[src/rtl/cpu_mem_responder.sv]
// cpu_mem_responder
// Memory-side responder that sits between the CPU control unit and a
// single-port synchronous RAM. It takes one fetch/load/store at a time,
// drives the RAM, waits out the RAM latency and returns one response pulse.
// Priority when several requests are raised together: store > load > fetch.
//
// Optional feature macro: MEM_RESP_MISALIGN_EN
//   defined   : an access with req_addr[0]=1 skips the RAM entirely and
//               completes one cycle later with misalign_err pulsed
//   undefined : req_addr[0] is ignored, so an odd address reads the even word
module cpu_mem_responder #(
    parameter int DATA_W = 16,
    parameter int ADDR_W = 8,
    parameter int RD_LAT = 1,   // legal 1..4
    parameter int WR_LAT = 1    // legal 1..4
) (
    input  logic              clk,
    input  logic              reset,
    input  logic              req_fetch,
    input  logic              req_load,
    input  logic              req_store,
    input  logic [15:0]       req_addr,
    input  logic [DATA_W-1:0] req_wdata,
    output logic              stall,
    output logic              resp_valid,
    output logic              resp_is_instr,
    output logic [DATA_W-1:0] resp_data,
    output logic [ADDR_W-1:0] mem_addr,
    output logic              mem_wren,
    output logic [DATA_W-1:0] mem_wdata,
    input  logic [DATA_W-1:0] mem_rdata,
    output logic              misalign_err
);

    typedef enum logic [1:0] {
        S_IDLE    = 2'd0,
        S_RD_WAIT = 2'd1,
        S_WR_WAIT = 2'd2,
        S_DONE    = 2'd3
    } state_t;

    localparam logic [2:0] RD_CNT = 3'(RD_LAT);
    localparam logic [2:0] WR_CNT = 3'(WR_LAT);

    state_t            r_state;
    state_t            w_state_next;
    logic [2:0]        r_count;
    logic              r_is_fetch;
    logic              r_misalign;
    logic              r_mem_wren;
    logic [ADDR_W-1:0] r_mem_addr;
    logic [DATA_W-1:0] r_mem_wdata;
    logic [DATA_W-1:0] r_resp_data;

    logic              w_any_req;
    logic              w_accept;
    logic              w_misalign;
    logic              w_unused_addr;

    assign w_any_req = req_store | req_load | req_fetch;
    assign w_accept  = (r_state == S_IDLE) && w_any_req;

`ifdef MEM_RESP_MISALIGN_EN
    // An odd byte address is a misaligned word access.
    assign w_misalign = req_addr[0];
`else
    // Odd addresses simply alias onto the even word.
    assign w_misalign = 1'b0;
`endif

    // Address bits outside [ADDR_W:1] are deliberately dropped (aliasing).
    assign w_unused_addr = ^req_addr;

    // State register; an asynchronous reset abandons any access in flight.
    always_ff @(posedge clk or posedge reset) begin
        if (reset) begin
            r_state <= S_IDLE;
        end else begin
            r_state <= w_state_next;
        end
    end

    // Next-state logic; each wait state exits when its counter has run out.
    always_comb begin
        w_state_next = r_state;
        case (r_state)
            S_IDLE: begin
                if (w_accept) begin
                    if (w_misalign) begin
                        w_state_next = S_DONE;
                    end else if (req_store) begin
                        w_state_next = S_WR_WAIT;
                    end else begin
                        w_state_next = S_RD_WAIT;
                    end
                end
            end
            S_RD_WAIT: begin
                if (r_count == 3'd0) begin
                    w_state_next = S_DONE;
                end
            end
            S_WR_WAIT: begin
                if (r_count == 3'd0) begin
                    w_state_next = S_DONE;
                end
            end
            S_DONE: begin
                w_state_next = S_IDLE;
            end
            default: begin
                w_state_next = S_IDLE;
            end
        endcase
    end

    // Request capture at accept, RAM drive, latency counter and read-data capture.
    always_ff @(posedge clk or posedge reset) begin
        if (reset) begin
            r_count     <= 3'd0;
            r_is_fetch  <= 1'b0;
            r_misalign  <= 1'b0;
            r_mem_wren  <= 1'b0;
            r_mem_addr  <= '0;
            r_mem_wdata <= '0;
            r_resp_data <= '0;
        end else if (w_accept) begin
            r_is_fetch <= !req_store && !req_load;
            r_misalign <= w_misalign;
            if (!w_misalign) begin
                r_mem_addr  <= req_addr[ADDR_W:1];
                r_mem_wdata <= req_wdata;
                r_mem_wren  <= req_store;
                r_count     <= req_store ? WR_CNT : RD_CNT;
            end
        end else begin
            // The write strobe only ever lasts the first cycle after accept.
            r_mem_wren <= 1'b0;
            if ((r_state == S_RD_WAIT || r_state == S_WR_WAIT) && r_count != 3'd0) begin
                r_count <= r_count - 3'd1;
            end
            if (r_state == S_RD_WAIT && r_count == 3'd0) begin
                r_resp_data <= mem_rdata;
            end
        end
    end

    assign stall         = (r_state != S_IDLE);
    assign resp_valid    = (r_state == S_DONE);
    assign resp_is_instr = (r_state == S_DONE) && r_is_fetch;
    assign misalign_err  = (r_state == S_DONE) && r_misalign;
    assign resp_data     = r_resp_data;
    assign mem_addr      = r_mem_addr;
    assign mem_wren      = r_mem_wren;
    assign mem_wdata     = r_mem_wdata;

endmodule

[config.mk]
export PLATFORM = sky130hd
export DESIGN_NAME = cpu_mem_responder
export DESIGN_NICKNAME = d
export VERILOG_FILES = /design/src/rtl/cpu_mem_responder.sv
export SDC_FILE = /design/constraint.sdc
export NUM_CORES = 1
export LEC_CHECK = 0
export CAP_MARGIN = 20
export CELL_PAD_IN_SITES_DETAIL_PLACEMENT = 0
export CELL_PAD_IN_SITES_GLOBAL_PLACEMENT = 2
export CORE_MARGIN = 10
export CORE_UTILIZATION = 25
export CTS_CLUSTER_DIAMETER = 30
export CTS_CLUSTER_SIZE = 12
export DETAILED_ROUTE_END_ITERATION = 10
export GPL_TIMING_DRIVEN = 0
export PLACE_DENSITY_LB_ADDON = 0.1
export SYNTH_ARGS = -nofsm -noshare
export SYNTH_HDL_FRONTEND = slang
export SYNTH_SLANG_ARGS = --single-unit
[constraint.sdc]
create_clock -name clk -period 2.22 [get_ports clk]
set_input_delay 0.555 -clock clk [delete_from_list [all_inputs] [get_ports clk]]
set_output_delay 0.555 -clock clk [all_outputs]
set_load 0.01 [all_outputs]
[After elaboration in Yosys (flattened, before gate mapping)]
Cells that the tools add are included.
Word-level totals
  output and inout port bits: 45
  memories: 0
  register bits: 47
  latch bits: 0
  memory bits (read-only): 0
  input port bits: 53
  word-level logic and storage cells: 39
  bits in writable memories: 0
Operators by class
  $lt $le $gt $ge: 0
  equality and inequality tests: 5
  reductions and logical operators: 16
  multipliers: 0
  add/subtract/negate cells: 1
  multiplexer cells: 7
  divide/modulo/power cells: 0
  shift operators: 0
  bitwise operators: 3
Operators with widths (number)
  $mux 2: 3
  $mux 3: 2
  $pmux 2 s3: 1
  $logic_and 1x1->1: 5
  $eq 2x2->1 const B: 2
  $reduce_and 2->1: 2
  $reduce_bool 2->1: 2
  $logic_not 3->1: 1
  $reduce_bool 3->1: 1
  $sub 3x1->3 const B: 1
  $eq 2x1->1 const B: 1
  $logic_not 1->1: 2
  $logic_not 2->1: 1
  $ne 2x1->1 const B: 1
  $ne 2x2->1 const B: 1
  $or 1x1->1: 2
  $reduce_or 2->1: 1
  $logic_or 1x1->1: 1
  $mux 1: 1
  $not 1->1: 1

[Depth between registers and ports, before layout]
Gate-level depths: netlist of run 1.
  depth after elaboration: 5
  gate-level depth with buffers: 7
  depth with buffers taken out: 6

[Worst setup path before layout of run 1]
OpenSTA, ideal clock, no wires.
  kind: input port to flip-flop
  start: input port req_load
  end: register r_resp_data[0], in the netlist resp_data[0]
  arrival time: 1.683 ns
  library setup time: 0.127 ns
  data required time: 2.093 ns
  cell stages on the path: 5
  path slack: 0.410 ns
  buffers on the path: 2
  path through: o31ai_4 and3_1 buf_4 buf_6 mux2_1
On the way
  longest elaborated chain between the ends: 5
RTL lines
  start: declaration: RTL line 20  | input logic req_load,
  $or 1x1->1 (2 in series): RTL line 60  | assign w_any_req = req_store | req_load | req_fetch;
  $logic_and 1x1->1: RTL line 61  | assign w_accept = (r_state == S_IDLE) && w_any_req;
  $not 1->1 (no source line)
  $reduce_and 2->1 (no source line)
  end signal: assignment: RTL line 143  | r_resp_data <= mem_rdata;
  end: declaration: RTL line 53  | logic [DATA_W-1:0] r_resp_data;
Every way passes these cells.
A chain may end at the register's enable or synchronous reset.

[Worst setup path in the final report of run 1]
  start: register r_state[0]
  end: output port resp_valid
On the way
  longest elaborated chain between the ends: 1
RTL lines
  start: declaration: RTL line 45  | state_t r_state;
  start signal: assignment: RTL line 79  | r_state <= w_state_next;
  $eq 2x2->1: RTL line 149  | assign resp_valid = (r_state == S_DONE);
  end: declaration: RTL line 25  | output logic resp_valid,
Every way passes these cells.

==> flow_summary.json, run 1 <==
{
  "outcome": "finished clean",
  "vias": 1364,
  "maxCapViolCount": 0,
  "cts_buffers": 5,
  "syn_area_per_cell_um2": 14.69,
  "syn_nets": 190,
  "synth_top_area_share_pct": 61.12,
  "h-tree-depth": 2,
  "synth_top_cell_by_area": "dfrtp_1",
  "finalMaxSlewViolations": 0,
  "ys.flop_type": "dfrtp_1",
  "synth_area_um2": 1924,
  "dr.pass1.iters": 2,
  "power_frac_comb_pct": 52.3,
  "synthMostInstantiatedCell": "dfrtp_1",
  "synth_seq_cells": 47,
  "port_buffers": 88,
  "critPathKind": "flop to primary output",
  "insertion_delay_ps": 300,
  "grt-ovfl-total": 0,
  "core_um2": 7370,
  "viasPerCell": 4.133,
  "die_x_um": 107.7,
  "grt_pass1_wl_mm": 7.845,
  "fp.dieH_um": 107.7,
  "fmax_mhz": 483.1,
  "grt_max_degree": 30,
  "n_fill_cell": 719,
  "p_leak_nw": 1.326,
  "initial_core_util_pct": 26.11,
  "rsz0062_at_grt": "no",
  "clock_sinks": 47,
  "ctsHoldBuffers": 0,
  "setup_slack_ps": 149.8,
  "row_count": 31,
  "ios": 98,
  "place_ws_ps": -410.3,
  "p_clk_share_pct": 12.5,
  "start_kind": "flop",
  "critPathArrivalTime_ps": 1520,
  "synthTopCellsByCount": "47 x dfrtp_1, 32 x mux2_2, 10 x mux2_1",
  "final_nets": 290,
  "finalHoldViolations": 0,
  "dp.final_hpwl_mm": 3.919,
  "final_cells": 330,
  "vdd_drop_max_mv": 0.5136,
  "grt_pass1_vias": 1492,
  "ys_seq_area_share_pct": 61.12,
  "p_sw_w": 0.001330,
  "first_iter_violations": 12,
  "hold_path_class": "flop to flop",
  "ctsLongestPathBuffers": 2,
  "intPower_w": 0.002882,
  "cts-root-buf": "clkbuf_8",
  "drt-total-wl_mm": 4.976,
  "wl_per_cell_um": 15.08,
  "synth_warnings": 0,
  "die_area_um2": 11610,
  "tritoncts": "done",
  "async_flop_share_pct": 100.0,
  "n_antenna_cell": 0,
  "area_growth_pct": 60.08,
  "period_share_pct": 93.25,
  "numPlacedInstances": 319,
  "finalInstanceArea_um2": 3080,
  "drive_gt1_share_pct": 22.51,
  "drc": 0,
  "ant_nets": 0,
  "place_area_um2": 2949,
  "p_seq_share_pct": 35.2,
  "crit_required_ps": 1660,
  "clock_skew_ps": 8.281,
  "p_sw_share_pct": 31.58,
  "setup_viol": 0,
  "syn_inst": 131,
  "synth.distinct_cells": 21,
  "cellPowerDensity_nw_per_um2": 1367,
  "track_usage_pct": 8.503,
  "setup.worst_path.end_class": "primary output",
  "clk_pin_slew_ps": 90,
  "synth_area_leaders": "dfrtp_1 61%, mux2_2 19%, mux2_1 5.9%, ha_1 3.9%, inv_1 1.6%",
  "antenna_found_initial": 0,
  "finalCriticalPeriod_ps": 2070,
  "place.gp.congestion": 0.7312,
  "critPathMaxFanout": 3,
  "synth_edf_count": 0
}
-- worst max-delay path: stages (launching register included) --
cell	delay, ps
dfrtp_1	390
buf_4	140
ha_1	200
clkdlybuf4s50_1	480
-- cell usage in the layout, fill, tap and decap left out, drive strengths merged --
master and n:
ha 6, dfrtp 47, clkdlybuf4s50 86, clkbuf 6
inv 8, nand2 3, and3 1, buf 10
nand2b 1, nor3 1, nor2 6, dlygate4sd2 1
o31ai 1, mux2 42, conb 1, dlymetal6s2s 1
clkinv 1, a21oi 2, a211oi 2, o21ai 1
xnor2 1, and2 2, nor2b 1
-- final timing paths --
check                      cells past startpoint       endpoint    startpoint  slack, ps
setup / recovery                               3     resp_valid    r_state[0]        150
hold / removal                                 1   resp_data[9]  resp_data[9]        490
setup reg to reg                               7   resp_data[2]    r_state[1]        480
hold reg to reg                                1   resp_data[9]  resp_data[9]        490
max in group asynchronous                      3  mem_wdata[10]         reset       1140
min in group asynchronous                      2  resp_data[10]         reset        580
-- per-layer routing --
metal  vias up  track usage [%]  part of all wire [%]  wire [µm]
met4         0            2.576                   1.0         51
li1        641                -                     -          -
met5         -                0                     0          0
met1       670            9.823                    40       2015
met2        47            14.22                    51       2531
met3         6            3.234                   7.6        377
-- through the flow --
| stage | total power (W) | utilization, % | TNS (ps) | hold slack, ps |
|---|---|---|---|---|
| global route | 0.004534 | 41.80 | 0 | 520.8 |
| global placement | 0.003636 | 39.75 | -27750 | 465.9 |
| detailed placement | 0.003686 | 40.02 | -9960 | 473.9 |
| floorplan | 0.002570 | - | 0 | 469.8 |
| finish | 0.004212 | 41.80 | 0 | 487.5 |
| CTS | 0.004284 | 41.63 | 0 | 493.5 |
-- sequential cells by signal (all words and copies together) (netlist names) --
name and flops:
mem_wdata 16, resp_data 16, mem_addr 8, r_count 3, r_state 2, mem_wren 1
r_is_fetch 1
-- area by class of cell --
type                            instances  area, µm²  area share [%]
Sequential cell                        47       1176           38.18
Timing Repair Buffer                   93      932.1           30.26
Multi-Input combinational cell         71      694.4           22.54
Tap cell                               99      123.9           4.021
Clock buffer                            6      82.58           2.681
Buffer                                  5      36.28           1.178
Inverter                                8      30.03          0.9748
Clock inverter                          1      5.005          0.1625
-- what timing repair did --
action                                  in CTS  in global routing
buffers inserted                             4                  0
resized for setup                            2                  2
endpoints found under the setup margin      11                  1
pin swaps                                    1                  0
-- power groups by stage --
stage	clock (W)	sequential (W)	combinational [W]
after floorplan	0	0.00168	0.000893
after global placement	0	0.00150	0.00214
after detailed placement	0	0.00152	0.00217
after CTS	0.000548	0.00149	0.00224
after global routing	0.000593	0.00154	0.00241
final	0.000526	0.00148	0.00220
-- cell families (layout without fill, tap and decap cells) --
logic type / after synthesis / in the layout / synth area share, %
other cells: 1 / 1 / 0.1949
simple gates: 15 / 15 / 3.641
flops: 47 / 47 / 61.12
buf+inv: 13 / 113 / 3.446
fa+ha+maj: 6 / 6 / 3.901
mux: 42 / 42 / 24.58
compound gates: 6 / 6 / 2.665
xor+xnor: 1 / 1 / 0.4552
(Power assumes the default switching activity.)
==> run 2: changes to the inputs <==
--- a/config.mk
+++ b/config.mk
@@ -5,6 +5,7 @@
 export SDC_FILE = /design/constraint.sdc
 export NUM_CORES = 1
 export LEC_CHECK = 0
+export ABC_AREA = 0
 export CAP_MARGIN = 20
 export CELL_PAD_IN_SITES_DETAIL_PLACEMENT = 0
 export CELL_PAD_IN_SITES_GLOBAL_PLACEMENT = 2
==> results of run 2 <==
No change in the layout: final DEF, timing and power equal those of run 1.
